===== config.mk =====
export PLATFORM = sky130hd
export DESIGN_NAME = gemv_stream_ctrl
export DESIGN_NICKNAME = d
export VERILOG_FILES = /design/src/rtl/gemv_pkg.sv /design/src/rtl/gemv_out_drain.sv /design/src/rtl/gemv_stream_ctrl.sv
export SDC_FILE = /design/constraint.sdc
export NUM_CORES = 1
export LEC_CHECK = 0
export CORE_MARGIN = 2
export CORE_UTILIZATION = 40
export CTS_CLUSTER_SIZE = 30
export DETAILED_ROUTE_END_ITERATION = 12
export GPL_TIMING_DRIVEN = 0
export PLACE_DENSITY = 0.71
export REMOVE_ABC_BUFFERS = 1
export SLEW_MARGIN = 10
export SYNTH_ARGS = -nofsm -noshare
export SYNTH_HDL_FRONTEND = slang
export SYNTH_SLANG_ARGS = --single-unit
export TNS_END_PERCENT = 5

===== constraint.sdc =====
create_clock -name clk -period 2.7 [get_ports clk]
set_clock_uncertainty 0.2 [all_clocks]
set_input_delay 0.54 -clock clk [delete_from_list [all_inputs] [get_ports clk]]
set_output_delay 0.54 -clock clk [all_outputs]
set_load 0.01 [all_outputs]

===== src/rtl/gemv_pkg.sv =====
// Shared types and constants for the GEMV stream controller.
// Build option: GEMV_CYCLE_CNT_EN (see gemv_stream_ctrl.sv) adds a launch-to-capture cycle counter.
package gemv_pkg;

  localparam int GEMV_DW      = 16;
  localparam int GEMV_SZ      = 3;
  localparam int GEMV_TIMEOUT = 16;

  typedef logic [GEMV_DW-1:0] word_t;

  typedef enum logic [2:0] {
    IDLE   = 3'd0,
    LOAD_A = 3'd1,
    LOAD_W = 3'd2,
    LAUNCH = 3'd3,
    WAIT   = 3'd4,
    DRAIN  = 3'd5
  } state_t;

  // Index width that never collapses to zero bits for a single-entry range.
  function automatic int idx_width(input int n);
    return (n <= 1) ? 1 : $clog2(n);
  endfunction

  // Width of the word index while streaming A (covers SZ*SZ words).
  function automatic int a_idx_width(input int sz);
    return idx_width(sz * sz);
  endfunction

  // Width of the WAIT timer (counts 0 .. TIMEOUT-1).
  function automatic int tmr_width(input int timeout);
    return idx_width(timeout);
  endfunction

endpackage


===== src/rtl/gemv_out_drain.sv =====
// Result holding registers plus valid/ready serializer for the array output O.
// A capture strobe loads all SZ words at once; done_o pulses with the last handshake.
module gemv_out_drain
  import gemv_pkg::*;
#(
  parameter int DW = GEMV_DW,
  parameter int SZ = GEMV_SZ
) (
  input  logic          clk,
  input  logic          rst_n_i,
  input  logic          cap_i,
  input  logic [DW-1:0] cap_data_i [SZ],
  output logic          out_valid_o,
  input  logic          out_ready_i,
  output logic [DW-1:0] out_data_o,
  output logic          out_last_o,
  output logic          done_o
);

  localparam int OIDX_W = idx_width(SZ);
  localparam logic [OIDX_W-1:0] O_LAST = OIDX_W'(SZ - 1);

  logic [DW-1:0]     res [SZ];
  logic [OIDX_W-1:0] idx;
  logic              busy;
  logic              hs;

  assign hs          = busy & out_ready_i;
  assign out_valid_o = busy;
  assign out_data_o  = busy ? res[idx] : '0;
  assign out_last_o  = busy && (idx == O_LAST);
  assign done_o      = hs && (idx == O_LAST);

  // Load results on capture, then step through them one handshake at a time.
  always_ff @(posedge clk) begin
    if (!rst_n_i) begin
      busy <= 1'b0;
      idx  <= '0;
      for (int i = 0; i < SZ; i++) res[i] <= '0;
    end else if (cap_i) begin
      res  <= cap_data_i;
      idx  <= '0;
      busy <= 1'b1;
    end else if (hs) begin
      if (idx == O_LAST) begin
        busy <= 1'b0;
        idx  <= '0;
      end else begin
        idx <= idx + 1'b1;
      end
    end
  end

endmodule


===== src/rtl/gemv_stream_ctrl.sv =====
// Streaming front/back end for the GEMV systolic array: assembles A and W from a
// word stream, launches the array, waits (with timeout) for its result and drains O.
// Build option: define GEMV_CYCLE_CNT_EN to add cyc_cnt_o, the number of cycles from
// LAUNCH (counted as 1) through the WAIT cycle that captured the result.
module gemv_stream_ctrl
  import gemv_pkg::*;
#(
  parameter int DW      = GEMV_DW,
  parameter int SZ      = GEMV_SZ,
  parameter int TIMEOUT = GEMV_TIMEOUT
) (
  input  logic          clk,
  input  logic          rst_n_i,
  input  logic          in_valid_i,
  output logic          in_ready_o,
  input  logic [DW-1:0] in_data_i,
  input  logic          keep_a_i,
  output logic [DW-1:0] arr_a_o [SZ*SZ],
  output logic [DW-1:0] arr_w_o [SZ],
  output logic          arr_en_o,
  input  logic          arr_valid_i,
  input  logic [DW-1:0] arr_o_i [SZ],
  output logic          out_valid_o,
  input  logic          out_ready_i,
  output logic [DW-1:0] out_data_o,
  output logic          out_last_o,
  output logic          err_o
`ifdef GEMV_CYCLE_CNT_EN
  ,
  output logic [31:0]   cyc_cnt_o
`endif
);

  localparam int IDX_W  = a_idx_width(SZ);
  localparam int WIDX_W = idx_width(SZ);
  localparam int TMR_W  = tmr_width(TIMEOUT);

  localparam logic [IDX_W-1:0] A_LAST   = IDX_W'(SZ * SZ - 1);
  localparam logic [IDX_W-1:0] W_LAST   = IDX_W'(SZ - 1);
  localparam logic [TMR_W-1:0] TMR_LAST = TMR_W'(TIMEOUT - 1);

  state_t           state;
  logic [IDX_W-1:0] idx;
  logic [TMR_W-1:0] tmr;
  logic             a_loaded;
  logic             cap;
  logic             drain_done;

  // Input is only accepted while a matrix or vector is being assembled.
  assign in_ready_o = (state == IDLE) || (state == LOAD_A) || (state == LOAD_W);
  assign cap        = (state == WAIT) && arr_valid_i;

  // Transaction sequencer: stream assembly, launch, timed wait, drain hand-off.
  always_ff @(posedge clk) begin
    if (!rst_n_i) begin
      state    <= IDLE;
      idx      <= '0;
      tmr      <= '0;
      a_loaded <= 1'b0;
      arr_en_o <= 1'b0;
      err_o    <= 1'b0;
      for (int i = 0; i < SZ * SZ; i++) arr_a_o[i] <= '0;
      for (int i = 0; i < SZ; i++)      arr_w_o[i] <= '0;
    end else begin
      arr_en_o <= 1'b0;
      err_o    <= 1'b0;
      case (state)
        IDLE: begin
          if (in_valid_i) begin
            if (keep_a_i && a_loaded) begin
              // Stored A is reused: this first word is already W[0].
              arr_w_o[0] <= in_data_i;
              if (SZ == 1) begin
                state    <= LAUNCH;
                arr_en_o <= 1'b1;
                idx      <= '0;
              end else begin
                state <= LOAD_W;
                idx   <= IDX_W'(1);
              end
            end else begin
              arr_a_o[0] <= in_data_i;
              if (SZ == 1) begin
                a_loaded <= 1'b1;
                state    <= LOAD_W;
                idx      <= '0;
              end else begin
                a_loaded <= 1'b0;
                state    <= LOAD_A;
                idx      <= IDX_W'(1);
              end
            end
          end
        end
        LOAD_A: begin
          if (in_valid_i) begin
            arr_a_o[idx] <= in_data_i;
            if (idx == A_LAST) begin
              a_loaded <= 1'b1;
              state    <= LOAD_W;
              idx      <= '0;
            end else begin
              idx <= idx + 1'b1;
            end
          end
        end
        LOAD_W: begin
          if (in_valid_i) begin
            arr_w_o[idx[WIDX_W-1:0]] <= in_data_i;
            if (idx == W_LAST) begin
              // Enable is registered so it is high for exactly the LAUNCH cycle.
              state    <= LAUNCH;
              arr_en_o <= 1'b1;
              idx      <= '0;
            end else begin
              idx <= idx + 1'b1;
            end
          end
        end
        LAUNCH: begin
          tmr   <= '0;
          state <= WAIT;
        end
        WAIT: begin
          if (arr_valid_i) begin
            state <= DRAIN;
            idx   <= '0;
          end else if (tmr == TMR_LAST) begin
            // Give up; A/W and a_loaded survive so the host can retry with keep_a_i.
            err_o <= 1'b1;
            state <= IDLE;
          end else begin
            tmr <= tmr + 1'b1;
          end
        end
        DRAIN: begin
          if (drain_done) state <= IDLE;
        end
        default: state <= IDLE;
      endcase
    end
  end

  gemv_out_drain #(
    .DW (DW),
    .SZ (SZ)
  ) u_drain (
    .clk         (clk),
    .rst_n_i     (rst_n_i),
    .cap_i       (cap),
    .cap_data_i  (arr_o_i),
    .out_valid_o (out_valid_o),
    .out_ready_i (out_ready_i),
    .out_data_o  (out_data_o),
    .out_last_o  (out_last_o),
    .done_o      (drain_done)
  );

`ifdef GEMV_CYCLE_CNT_EN
  logic [31:0] run_cnt;

  function automatic logic [31:0] sat_inc(input logic [31:0] v);
    return (v == 32'hFFFF_FFFF) ? v : v + 32'd1;
  endfunction

  // Running launch-to-capture count; published only when the result is captured.
  always_ff @(posedge clk) begin
    if (!rst_n_i) begin
      run_cnt   <= '0;
      cyc_cnt_o <= '0;
    end else if (state == LAUNCH) begin
      run_cnt <= 32'd1;
    end else if (state == WAIT) begin
      if (arr_valid_i) cyc_cnt_o <= sat_inc(run_cnt);
      else             run_cnt   <= sat_inc(run_cnt);
    end
  end
`endif

endmodule


==> report_table.html, run 1 <==
<table>
<tr><th>Metric</th><th>Value</th></tr>
<tr><th colspan="2">Cells and area</th></tr>
<tr><td>Antenna diode count</td><td>0</td></tr>
<tr><td>Multi-input gate area in the final layout</td><td>4540 sq um</td></tr>
<tr><td>Count of nets after finishing</td><td>1,396</td></tr>
<tr><td>Final non-filler cell total</td><td>1,666</td></tr>
<tr><td>Share of layout cells above drive strength 1</td><td>5.76%</td></tr>
<tr><td>FILL cells</td><td>2,246</td></tr>
<tr><td>Most frequent standard cell in the layout excluding fill and tap cells</td><td>sky130_fd_sc_hd__clkdlybuf4s50_1</td></tr>
<tr><td>Reg area</td><td>5160 sq um</td></tr>
<tr><td>Commonest cells after routing, fill and taps aside</td><td>sky130_fd_sc_hd__clkdlybuf4s50_1 (265), sky130_fd_sc_hd__dfxtp_1 (252), sky130_fd_sc_hd__mux2i_1 (177), sky130_fd_sc_hd__nor2_1 (167), sky130_fd_sc_hd__nand2_1 (159)</td></tr>
<tr><td>Synth-to-layout area growth</td><td>38.6%</td></tr>
<tr><th colspan="2">Synthesis</th></tr>
<tr><td>Number of enable flip-flop cells after synthesis</td><td>0</td></tr>
<tr><td>Number of synthesized register bits</td><td>257</td></tr>
<tr><td>Cells after synthesis</td><td>1,092</td></tr>
<tr><td>Average cell area after synthesis</td><td>9.22 sq um</td></tr>
<tr><td>Area contributors post-synth</td><td>sky130_fd_sc_hd__dfxtp_1 (51%), sky130_fd_sc_hd__mux2i_1 (18%), sky130_fd_sc_hd__nor2_1 (6.2%), sky130_fd_sc_hd__nand2_1 (5.9%), sky130_fd_sc_hd__a21oi_1 (4.5%)</td></tr>
<tr><td>Async SR Flop Fraction</td><td>0%</td></tr>
<tr><td>Yosys top cell area share</td><td>51.1%</td></tr>
<tr><td>Top FF cell, synth</td><td>sky130_fd_sc_hd__dfxtp_1</td></tr>
<tr><td>Yosys warning total</td><td>0</td></tr>
<tr><td>Post-synthesis cell type count</td><td>53</td></tr>
<tr><td>Area of the mapped netlist</td><td>10,100 sq um</td></tr>
<tr><td>Sequential share of the synthesized area</td><td>51.1%</td></tr>
<tr><td>Synth area leader</td><td>sky130_fd_sc_hd__dfxtp_1</td></tr>
<tr><th colspan="2">Setup path</th></tr>
<tr><td>Crit-path max FO</td><td>16</td></tr>
<tr><td>Kind of start point of the critical path</td><td>input pin</td></tr>
<tr><td>Req. time, crit path</td><td>2.87 ns</td></tr>
<tr><td>Internal reg-to-reg setup slack</td><td>0.09 ns</td></tr>
<tr><td>Largest delay share family, worst path</td><td>simple AND/OR/NAND/NOR gates</td></tr>
<tr><td>Type of the setup path with the least slack</td><td>in -&gt; reg</td></tr>
<tr><td>Critical path's slowest cell</td><td>sky130_fd_sc_hd__clkdlybuf4s50_1</td></tr>
<tr><td>Critical Path, Cell by Cell</td><td>clkdlybuf4s50_1 -&gt; and4bb_2 -&gt; nand3_2 -&gt; mux2i_1 -&gt; nor2_1</td></tr>
<tr><td>Combined buffer and inverter count along the critical path</td><td>1</td></tr>
<tr><td>Critical Path Sink Type</td><td>flip-flop</td></tr>
<tr><td>Max stage delay on crit path</td><td>0.72 ns</td></tr>
<tr><td>Signal arrival time at the worst endpoint</td><td>2.85 ns</td></tr>
<tr><th colspan="2">Clock network</th></tr>
<tr><td>CTS Buf Count</td><td>27</td></tr>
<tr><td>Insertion delay of the later-clocked pin in the worst-skew pair</td><td>0.53 ns</td></tr>
<tr><td>Bufs on Longest Clock Path</td><td>3</td></tr>
<tr><td>Maximum level of the CTS H-tree</td><td>1</td></tr>
<tr><td>Number of sinks handled by clock tree synthesis</td><td>257</td></tr>
<tr><td>Clock Root Buffer</td><td>sky130_fd_sc_hd__clkbuf_16</td></tr>
<tr><td>Clock transition time at the flip-flop clock pins of the worst setup and hold paths</td><td>0.06 ns</td></tr>
<tr><td>TritonCTS clock tree</td><td>done</td></tr>
<tr><th colspan="2">Power</th></tr>
<tr><td>Register share of total power</td><td>46.0%</td></tr>
<tr><td>Net Switching</td><td>2290 uW</td></tr>
<tr><td>Relative contribution of combinational cells to total power</td><td>13.9%</td></tr>
<tr><td>Internal power contribution</td><td>6560 uW</td></tr>
<tr><td>Total power divided by cell area</td><td>634 nW/um^2</td></tr>
<tr><td>Worst ir drop on vdd</td><td>505 uV</td></tr>
<tr><td>Proportion of total power due to net switching</td><td>25.9%</td></tr>
<tr><td>LEAKAGE</td><td>0.00596 uW</td></tr>
<tr><td>Clock power share</td><td>40.1%</td></tr>
<tr><th colspan="2">GRT</th></tr>
<tr><td>GRT met2 Usage</td><td>35.6%</td></tr>
<tr><td>Global routing met1 resource utilization</td><td>27.3%</td></tr>
<tr><td>GR Overflow Total</td><td>0</td></tr>
<tr><td>Met3 track utilization from global routing</td><td>8.96%</td></tr>
<tr><td>Most heavily used metal layer in global routing</td><td>met2</td></tr>
<tr><td>Initial antenna violation count</td><td>0</td></tr>
<tr><td>Largest net degree at the start of global routing</td><td>132</td></tr>
<tr><td>Vias in the first global route</td><td>8,134</td></tr>
<tr><td>First-pass GRT wire length</td><td>46,200 microns</td></tr>
<tr><td>Total routing resource utilization after global routing</td><td>22.0%</td></tr>
<tr><th colspan="2">Detailed routing</th></tr>
<tr><td>Final routed wire length divided by cell count</td><td>18.1 microns</td></tr>
<tr><td>Final ANT Viol Nets</td><td>0</td></tr>
<tr><td>Via density per instance</td><td>5.12</td></tr>
<tr><td>TritonRoute pass-1 iters</td><td>5</td></tr>
<tr><td>Routed via count</td><td>8,525</td></tr>
<tr><td>DRC</td><td>0</td></tr>
<tr><td>DRT iter0 DRCs</td><td>522</td></tr>
<tr><td>Overall routed net length</td><td>30,100 microns</td></tr>
<tr><th colspan="2">STA</th></tr>
<tr><td>Slew margin rel.</td><td>29.2%</td></tr>
<tr><td>Final cycle utilization of the critical path</td><td>99.4%</td></tr>
<tr><td>Final critical-path required period</td><td>2.68 ns</td></tr>
<tr><td>Fmax</td><td>0.372 GHz</td></tr>
<tr><td>Number of setup violations in the final report</td><td>0</td></tr>
<tr><td>Total count of hold-check failures in the final report</td><td>0</td></tr>
<tr><td>Final number of max-transition violations</td><td>0</td></tr>
<tr><td>Setup repair after global routing missed its margin</td><td>yes</td></tr>
<tr><td>Sum of negative setup slack</td><td>0 ns</td></tr>
<tr><td>Slew @ Worst Pin</td><td>1.06 ns</td></tr>
<tr><th colspan="2">Place</th></tr>
<tr><td>Detail Placement HPWL</td><td>18,900 microns</td></tr>
<tr><td>Inst Count DP</td><td>1,619</td></tr>
<tr><td>GP Congestion</td><td>0.788</td></tr>
<tr><td>Number of I/O port buffers</td><td>282</td></tr>
<tr><th colspan="2">Floorplanning</th></tr>
<tr><td>Boundary Pins</td><td>283</td></tr>
<tr><td>Die outline height</td><td>163 microns</td></tr>
<tr><td>Area of the die</td><td>26,500 sq um</td></tr>
<tr><td>Number of standard-cell rows in the floorplan</td><td>58</td></tr>
<tr><td>Width of the die</td><td>163 microns</td></tr>
<tr><td>Area of the placeable core</td><td>25,000 sq um</td></tr>
<tr><td>Initial cell density of the core</td><td>40.4%</td></tr>
<tr><th colspan="2">Worst hold path</th></tr>
<tr><td>Type of the tightest min-delay check</td><td>reg -&gt; reg</td></tr>
<tr><th colspan="2">Run status</th></tr>
<tr><td>Run status</td><td>complete, no violations</td></tr>
<tr><th colspan="2">Flow run</th></tr>
<tr><td>Max Cap Violations</td><td>0</td></tr>
</table>
## layout make-up
cell class / instances / area share (%)
Tap cell: 330 / 2.96
Sequential cell: 257 / 36.9
Clock buffer: 41 / 5.72
Inverter: 5 / 0.188
Clock inverter: 3 / 0.287
Multi-Input combinational cell: 738 / 32.5
Timing Repair Buffer: 292 / 21.4
## power groups by stage
stage / Combinational, uW / Sequential, uW / Clock, uW
after floorplan: 556 / 4160 / 0
after global placement: 1160 / 4130 / 0
after detailed placement: 1220 / 4140 / 0
after CTS: 1230 / 4060 / 3630
after global routing: 1330 / 4090 / 3790
final: 1230 / 4070 / 3550
## stage by stage
step | hold WS, ns | total power [uW] | instance area (sq um) | setup slack [ns] | utilization (%)
6_report | 0.252 | 8850 | 14000 | 0.0154 | 55.9
5_1_grt | 0.267 | 9210 | 14000 | -0.0919 | 55.9
4_1_cts | 0.253 | 8920 | 13900 | -0.107 | 55.8
3_5_place_dp | 0.245 | 5360 | 13000 | -0.509 | 52.1
3_3_place_gp | 0.237 | 5290 | 12900 | -2.24 | 51.6
2_1_floorplan | 0.236 | 4710 | 9630 | -0.400 | -
## synthesized netlist by cell type, drive strengths merged (5+ instances only)
| master | n |
|---|---|
| and2 | 19 |
| nand2 | 159 |
| dfxtp | 257 |
| o22ai | 15 |
| nor2 | 167 |
| o21ai | 6 |
| inv | 5 |
| a21oi | 91 |
| clkbuf | 52 |
| buf | 40 |
| ha | 5 |
| nand3 | 50 |
| mux2i | 179 |
## routing by layer
metal	vias up	share of wire (%)
met5	-	0
met4	0	2.2
met3	50	11
met2	341	45
met1	4022	42
li1	4112	-
## sequential cells by signal (all words and copies together), names as in the netlist
name / cells
a_loaded: 1
arr_a_o: 144
arr_en_o: 1
arr_w_o: 48
err_o: 1
idx: 4
state: 3
tmr: 4
u_drain.idx: 2
u_drain.out_valid_o: 1
u_drain.res: 48
## worst register-to-register path, delay by kind of cell, from the launching register on
kind	cells	cell delay, ns
muxes	1	0.38
and+or+nand+nor	3	1.31
DFF	1	0.56
## path summary, 6_finish.rpt
| check | start | end | cells past startpoint |
|---|---|---|---|
| max reg2reg | idx[2] | arr_a_o[67] | 4 |
| min reg2reg | arr_a_o[128] | arr_a_o[128] | 2 |
| max | in_valid_i | arr_a_o[67] | 5 |
| min | arr_a_o[128] | arr_a_o[128] | 2 |
## kinds of logic after synthesis
kind of cell	Yosys count	synth area share [%]
simple gates	425	18.9
flops	257	51.1
mux	179	17.8
compound gates	128	7.03
buf+inv	97	4.55
fa+ha+maj	5	0.621
xor+xnor	1	0.0870
## repair_timing
action	4_1_cts	5_1_grt
pin swaps	1	0
cloned	2	0
hold endpoints to repair	0	0
buffers inserted	1	0
hold buffers	0	0
setup endpoints to repair	33	52
gates resized for setup	28	5
Note: power is estimated with default switching activity, not from simulation.
==> run 2: changes to the inputs <==
- CORE_UTILIZATION: 40 -> 35
- GPL_TIMING_DRIVEN: 0 -> not set
- PLACE_DENSITY: 0.71 -> 0.64
==> run 2 against run 1 <==
Compared with the run above: the flow now finishes with violations (setup timing); final cell count up 6.1%; non-clock buffer count up 38; power up 3.9%; sequential cell count unchanged; clock power up 8.5%; routed wire length up 6.7%; first-iteration DRC count up 3.1%; setup slack worse by 0.13 ns; sequential share of layout area down 1.2 points; combinational power up 5%; worst hold slack worse by 0.0035 ns; die area up 14%.
==> report_table.html, run 2 (synthesized netlist as in run 1, its figures left out) <==
<table>
<tr><th>Metric</th><th>Value</th></tr>
<tr><th colspan="2">Setup path</th></tr>
<tr><td>Kind of start point of the critical path</td><td>flip-flop (was input pin)</td></tr>
<tr><td>Type of the setup path with the least slack</td><td>reg -&gt; out (was in -&gt; reg)</td></tr>
<tr><td>Largest delay share family, worst path</td><td>buffers and inverters (was simple AND/OR/NAND/NOR gates)</td></tr>
<tr><td>Req. time, crit path</td><td>1.96 ns (was 2.87 ns)</td></tr>
<tr><td>Max stage delay on crit path</td><td>0.47 ns (was 0.72 ns)</td></tr>
<tr><td>Endpoint of the lowest-slack register-to-register path</td><td>state[1] (was arr_a_o[67])</td></tr>
<tr><td>Critical path's slowest cell</td><td>sky130_fd_sc_hd__clkdlybuf4s50_1 (unchanged)</td></tr>
<tr><td>Number of stages on the worst setup path</td><td>5 (unchanged)</td></tr>
<tr><td>Start point of the critical path</td><td>u_drain.idx[0] (was in_valid_i)</td></tr>
<tr><td>Critical Path, Cell by Cell</td><td>buf_6 -&gt; mux2i_2 -&gt; o22ai_1 -&gt; and2_1 -&gt; clkdlybuf4s50_1 (was clkdlybuf4s50_1 -&gt; and4bb_2 -&gt; nand3_2 -&gt; mux2i_1 -&gt; nor2_1)</td></tr>
<tr><td>Worst Reg2Reg Path Length in Cells</td><td>4 (unchanged)</td></tr>
<tr><td>Signal arrival time at the worst endpoint</td><td>2.08 ns (was 2.85 ns)</td></tr>
<tr><td>Combined buffer and inverter count along the critical path</td><td>2 (was 1)</td></tr>
<tr><td>Critical Path Sink Type</td><td>output port (was flip-flop)</td></tr>
<tr><td>CP endpoint</td><td>out_data_o[6] (was arr_a_o[67])</td></tr>
<tr><td>Internal reg-to-reg setup slack</td><td>0.41 ns (was 0.09 ns)</td></tr>
<tr><td>Crit-path max FO</td><td>11 (was 16)</td></tr>
<tr><td>Worst flop-to-flop path startpoint</td><td>state[0] (was idx[2])</td></tr>
<tr><th colspan="2">Flow run</th></tr>
<tr><td>Max Cap Violations</td><td>0 (unchanged)</td></tr>
<tr><th colspan="2">GRT</th></tr>
<tr><td>First-pass GRT wire length</td><td>49,000 microns (was 46,200 microns)</td></tr>
<tr><td>GRT met2 Usage</td><td>32.7% (was 35.6%)</td></tr>
<tr><td>Initial antenna violation count</td><td>0 (unchanged)</td></tr>
<tr><td>Global routing met1 resource utilization</td><td>25.8% (was 27.3%)</td></tr>
<tr><td>Largest net degree at the start of global routing</td><td>56 (was 132)</td></tr>
<tr><td>Total routing resource utilization after global routing</td><td>20.4% (was 22.0%)</td></tr>
<tr><td>GR Overflow Total</td><td>0 (unchanged)</td></tr>
<tr><td>Vias in the first global route</td><td>8,441 (was 8,134)</td></tr>
<tr><td>Most heavily used metal layer in global routing</td><td>met2 (unchanged)</td></tr>
<tr><td>Met3 track utilization from global routing</td><td>8.36% (was 8.96%)</td></tr>
<tr><th colspan="2">Clock network</th></tr>
<tr><td>CTS Buf Count</td><td>29 (was 27)</td></tr>
<tr><td>Insertion delay of the later-clocked pin in the worst-skew pair</td><td>0.55 ns (was 0.53 ns)</td></tr>
<tr><td>TritonCTS clock tree</td><td>done (unchanged)</td></tr>
<tr><td>Maximum level of the CTS H-tree</td><td>1 (unchanged)</td></tr>
<tr><td>Clock Root Buffer</td><td>sky130_fd_sc_hd__clkbuf_16 (unchanged)</td></tr>
<tr><td>Clock transition time at the flip-flop clock pins of the worst setup and hold paths</td><td>0.06 ns (about the same)</td></tr>
<tr><td>Bufs on Longest Clock Path</td><td>3 (unchanged)</td></tr>
<tr><td>Number of sinks handled by clock tree synthesis</td><td>257 (unchanged)</td></tr>
<tr><td>Cts hold-fix bufs</td><td>0 (unchanged)</td></tr>
<tr><th colspan="2">Floorplanning</th></tr>
<tr><td>Die outline height</td><td>174 microns (was 163 microns)</td></tr>
<tr><td>Area of the placeable core</td><td>28,500 sq um (was 25,000 sq um)</td></tr>
<tr><td>Initial cell density of the core</td><td>35.3% (was 40.4%)</td></tr>
<tr><td>Number of standard-cell rows in the floorplan</td><td>62 (was 58)</td></tr>
<tr><td>Width of the die</td><td>174 microns (was 163 microns)</td></tr>
<tr><td>Boundary Pins</td><td>283 (unchanged)</td></tr>
<tr><td>Area of the die</td><td>30,200 sq um (was 26,500 sq um)</td></tr>
<tr><th colspan="2">Cells and area</th></tr>
<tr><td>Share of layout cells above drive strength 1</td><td>8.60% (was 5.76%)</td></tr>
<tr><td>Count of nets after finishing</td><td>1,436 (was 1,396)</td></tr>
<tr><td>Most frequent standard cell in the layout excluding fill and tap cells</td><td>sky130_fd_sc_hd__clkdlybuf4s50_1 (unchanged)</td></tr>
<tr><td>Most flops, register</td><td>arr_a_o (unchanged)</td></tr>
<tr><td>Synth-to-layout area growth</td><td>43.1% (was 38.6%)</td></tr>
<tr><td>Final design area excluding fillers</td><td>14,400 sq um (was 14,000 sq um)</td></tr>
<tr><td>Top flop regs</td><td>arr_a_o: 144 flops, arr_w_o: 48 flops, u_drain.res: 48 flops (unchanged)</td></tr>
<tr><td>Antenna diode count</td><td>0 (unchanged)</td></tr>
<tr><td>FILL cells</td><td>2,695 (was 2,246)</td></tr>
<tr><td>Commonest cells after routing, fill and taps aside</td><td>sky130_fd_sc_hd__clkdlybuf4s50_1 (275), sky130_fd_sc_hd__dfxtp_1 (254), sky130_fd_sc_hd__mux2i_1 (177), sky130_fd_sc_hd__nor2_1 (167), sky130_fd_sc_hd__nand2_1 (159) (was sky130_fd_sc_hd__clkdlybuf4s50_1 (265), sky130_fd_sc_hd__dfxtp_1 (252), sky130_fd_sc_hd__mux2i_1 (177), sky130_fd_sc_hd__nor2_1 (167), sky130_fd_sc_hd__nand2_1 (159))</td></tr>
<tr><td>Flip-flop count of the largest register, all copies and words added</td><td>144 (unchanged)</td></tr>
<tr><td>Multi-input gate area in the final layout</td><td>4500 sq um (was 4540 sq um)</td></tr>
<tr><td>Reg area</td><td>5150 sq um (was 5160 sq um)</td></tr>
<tr><th colspan="2">STA</th></tr>
<tr><td>Final critical-path required period</td><td>2.82 ns (was 2.68 ns)</td></tr>
<tr><td>Setup repair after global routing missed its margin</td><td>yes (unchanged)</td></tr>
<tr><td>Slew margin rel.</td><td>39.1% (was 29.2%)</td></tr>
<tr><td>Slew @ Worst Pin</td><td>0.914 ns (was 1.06 ns)</td></tr>
<tr><td>Total count of hold-check failures in the final report</td><td>0 (unchanged)</td></tr>
<tr><td>Final worst slack</td><td>-0.118 ns (was 0.0154 ns)</td></tr>
<tr><td>Min Hold Slack</td><td>0.249 ns (was 0.252 ns)</td></tr>
<tr><td>Fmax</td><td>0.355 GHz (was 0.372 GHz)</td></tr>
<tr><td>Number of setup violations in the final report</td><td>9 (was 0)</td></tr>
<tr><td>Final number of max-transition violations</td><td>0 (unchanged)</td></tr>
<tr><td>Final cycle utilization of the critical path</td><td>104% (was 99.4%)</td></tr>
<tr><th colspan="2">Power</th></tr>
<tr><td>Pwr Total</td><td>9190 uW (was 8850 uW)</td></tr>
<tr><td>Worst ir drop on vdd</td><td>452 uV (was 505 uV)</td></tr>
<tr><td>LEAKAGE</td><td>0.00616 uW (was 0.00596 uW)</td></tr>
<tr><td>Total power divided by cell area</td><td>637 nW/um^2 (was 634 nW/um^2)</td></tr>
<tr><th colspan="2">Place</th></tr>
<tr><td>Post-place instance area</td><td>13,400 sq um (was 13,000 sq um)</td></tr>
<tr><td>GP Congestion</td><td>0.791 (was 0.788)</td></tr>
<tr><td>Number of I/O port buffers</td><td>282 (unchanged)</td></tr>
<tr><td>Detail Placement HPWL</td><td>21,500 microns (was 18,900 microns)</td></tr>
<tr><th colspan="2">Worst hold path</th></tr>
<tr><td>Type of the tightest min-delay check</td><td>reg -&gt; reg (unchanged)</td></tr>
<tr><td>Worst hold path stage count</td><td>2 (unchanged)</td></tr>
<tr><th colspan="2">Detailed routing</th></tr>
<tr><td>Final ANT Viol Nets</td><td>0 (unchanged)</td></tr>
<tr><td>DRT iter0 DRCs</td><td>538 (was 522)</td></tr>
<tr><td>Routed via count</td><td>8,600 (was 8,525)</td></tr>
<tr><td>TritonRoute pass-1 iters</td><td>5 (unchanged)</td></tr>
<tr><td>DRC</td><td>0 (unchanged)</td></tr>
<tr><td>Final routed wire length divided by cell count</td><td>18.2 microns (was 18.1 microns)</td></tr>
<tr><td>Overall routed net length</td><td>32,100 microns (was 30,100 microns)</td></tr>
<tr><td>Via density per instance</td><td>4.87 (was 5.12)</td></tr>
<tr><th colspan="2">Run status</th></tr>
<tr><td>Run status</td><td>complete, but fails checks (was complete, no violations)</td></tr>
<tr><td>Violations in the final reports</td><td>setup timing</td></tr>
</table>
[run 2: how the worst min path moves through the flow]
| stage | start | endpoint | slack (ns) |
|---|---|---|---|
| floorplan | u_drain.res[32] | u_drain.res[32] | 0.24 |
| global placement | arr_a_o[138] | arr_a_o[138] | 0.24 |
| detailed placement | arr_a_o[140] | arr_a_o[140] | 0.24 |
| CTS | arr_a_o[129] | arr_a_o[129] | 0.25 |
| global route | arr_w_o[40] | arr_w_o[40] | 0.27 |
| finish | arr_a_o[128] | arr_a_o[128] | 0.25 |
[run 2: tightest hold or removal path: stages (launching register included)]
cell	delay, ns
sky130_fd_sc_hd__dfxtp_1	0.30
sky130_fd_sc_hd__nand2_1	0.05
sky130_fd_sc_hd__a21oi_1	0.05
[run 2: what timing repair did]
action,4_1_cts,5_1_grt
buffers inserted,0,0
resized for setup,12,7
cloned,0,1
setup endpoints to repair,18,13
[run 2: report_power, final]
part           leakage [uW]  total, uW  internal (uW)  switching (uW)
Combinational       0.00362       1290            564             724
Sequential          0.00207       4050           3920             123
Clock              0.000463       3850           2260            1590
[run 2: metrics by stage]
stage	cells	worst slack, ns	utilization [%]	setup TNS [ns]
6_report	1767	-0.118	50.5	-0.662
5_1_grt	1767	-0.184	50.5	-1.30
4_1_cts	1766	-0.151	50.4	-1.10
3_5_place_dp	1713	0.181	47.0	0
3_3_place_gp	1713	0.233	47.0	0
2_1_floorplan	1000	-0.400	-	-62.63
[run 2: routing by layer]
layer | vias to the layer above | share of wire (%) | wire (microns)
met3 | 47 | 10 | 3250
li1 | 4204 | - | -
met5 | - | 0 | 0
met1 | 4063 | 43 | 13800
met2 | 286 | 45 | 14400
met4 | 0 | 2.3 | 728
[run 2: final cells by class]
class	count	area share [%]
multi-input cells	738	31.2
flip-flops and latches	257	35.7
well taps	384	3.33
repair buffers	330	23.0
clock inverters	4	0.269
clock buffers	49	6.25
inverters	5	0.165
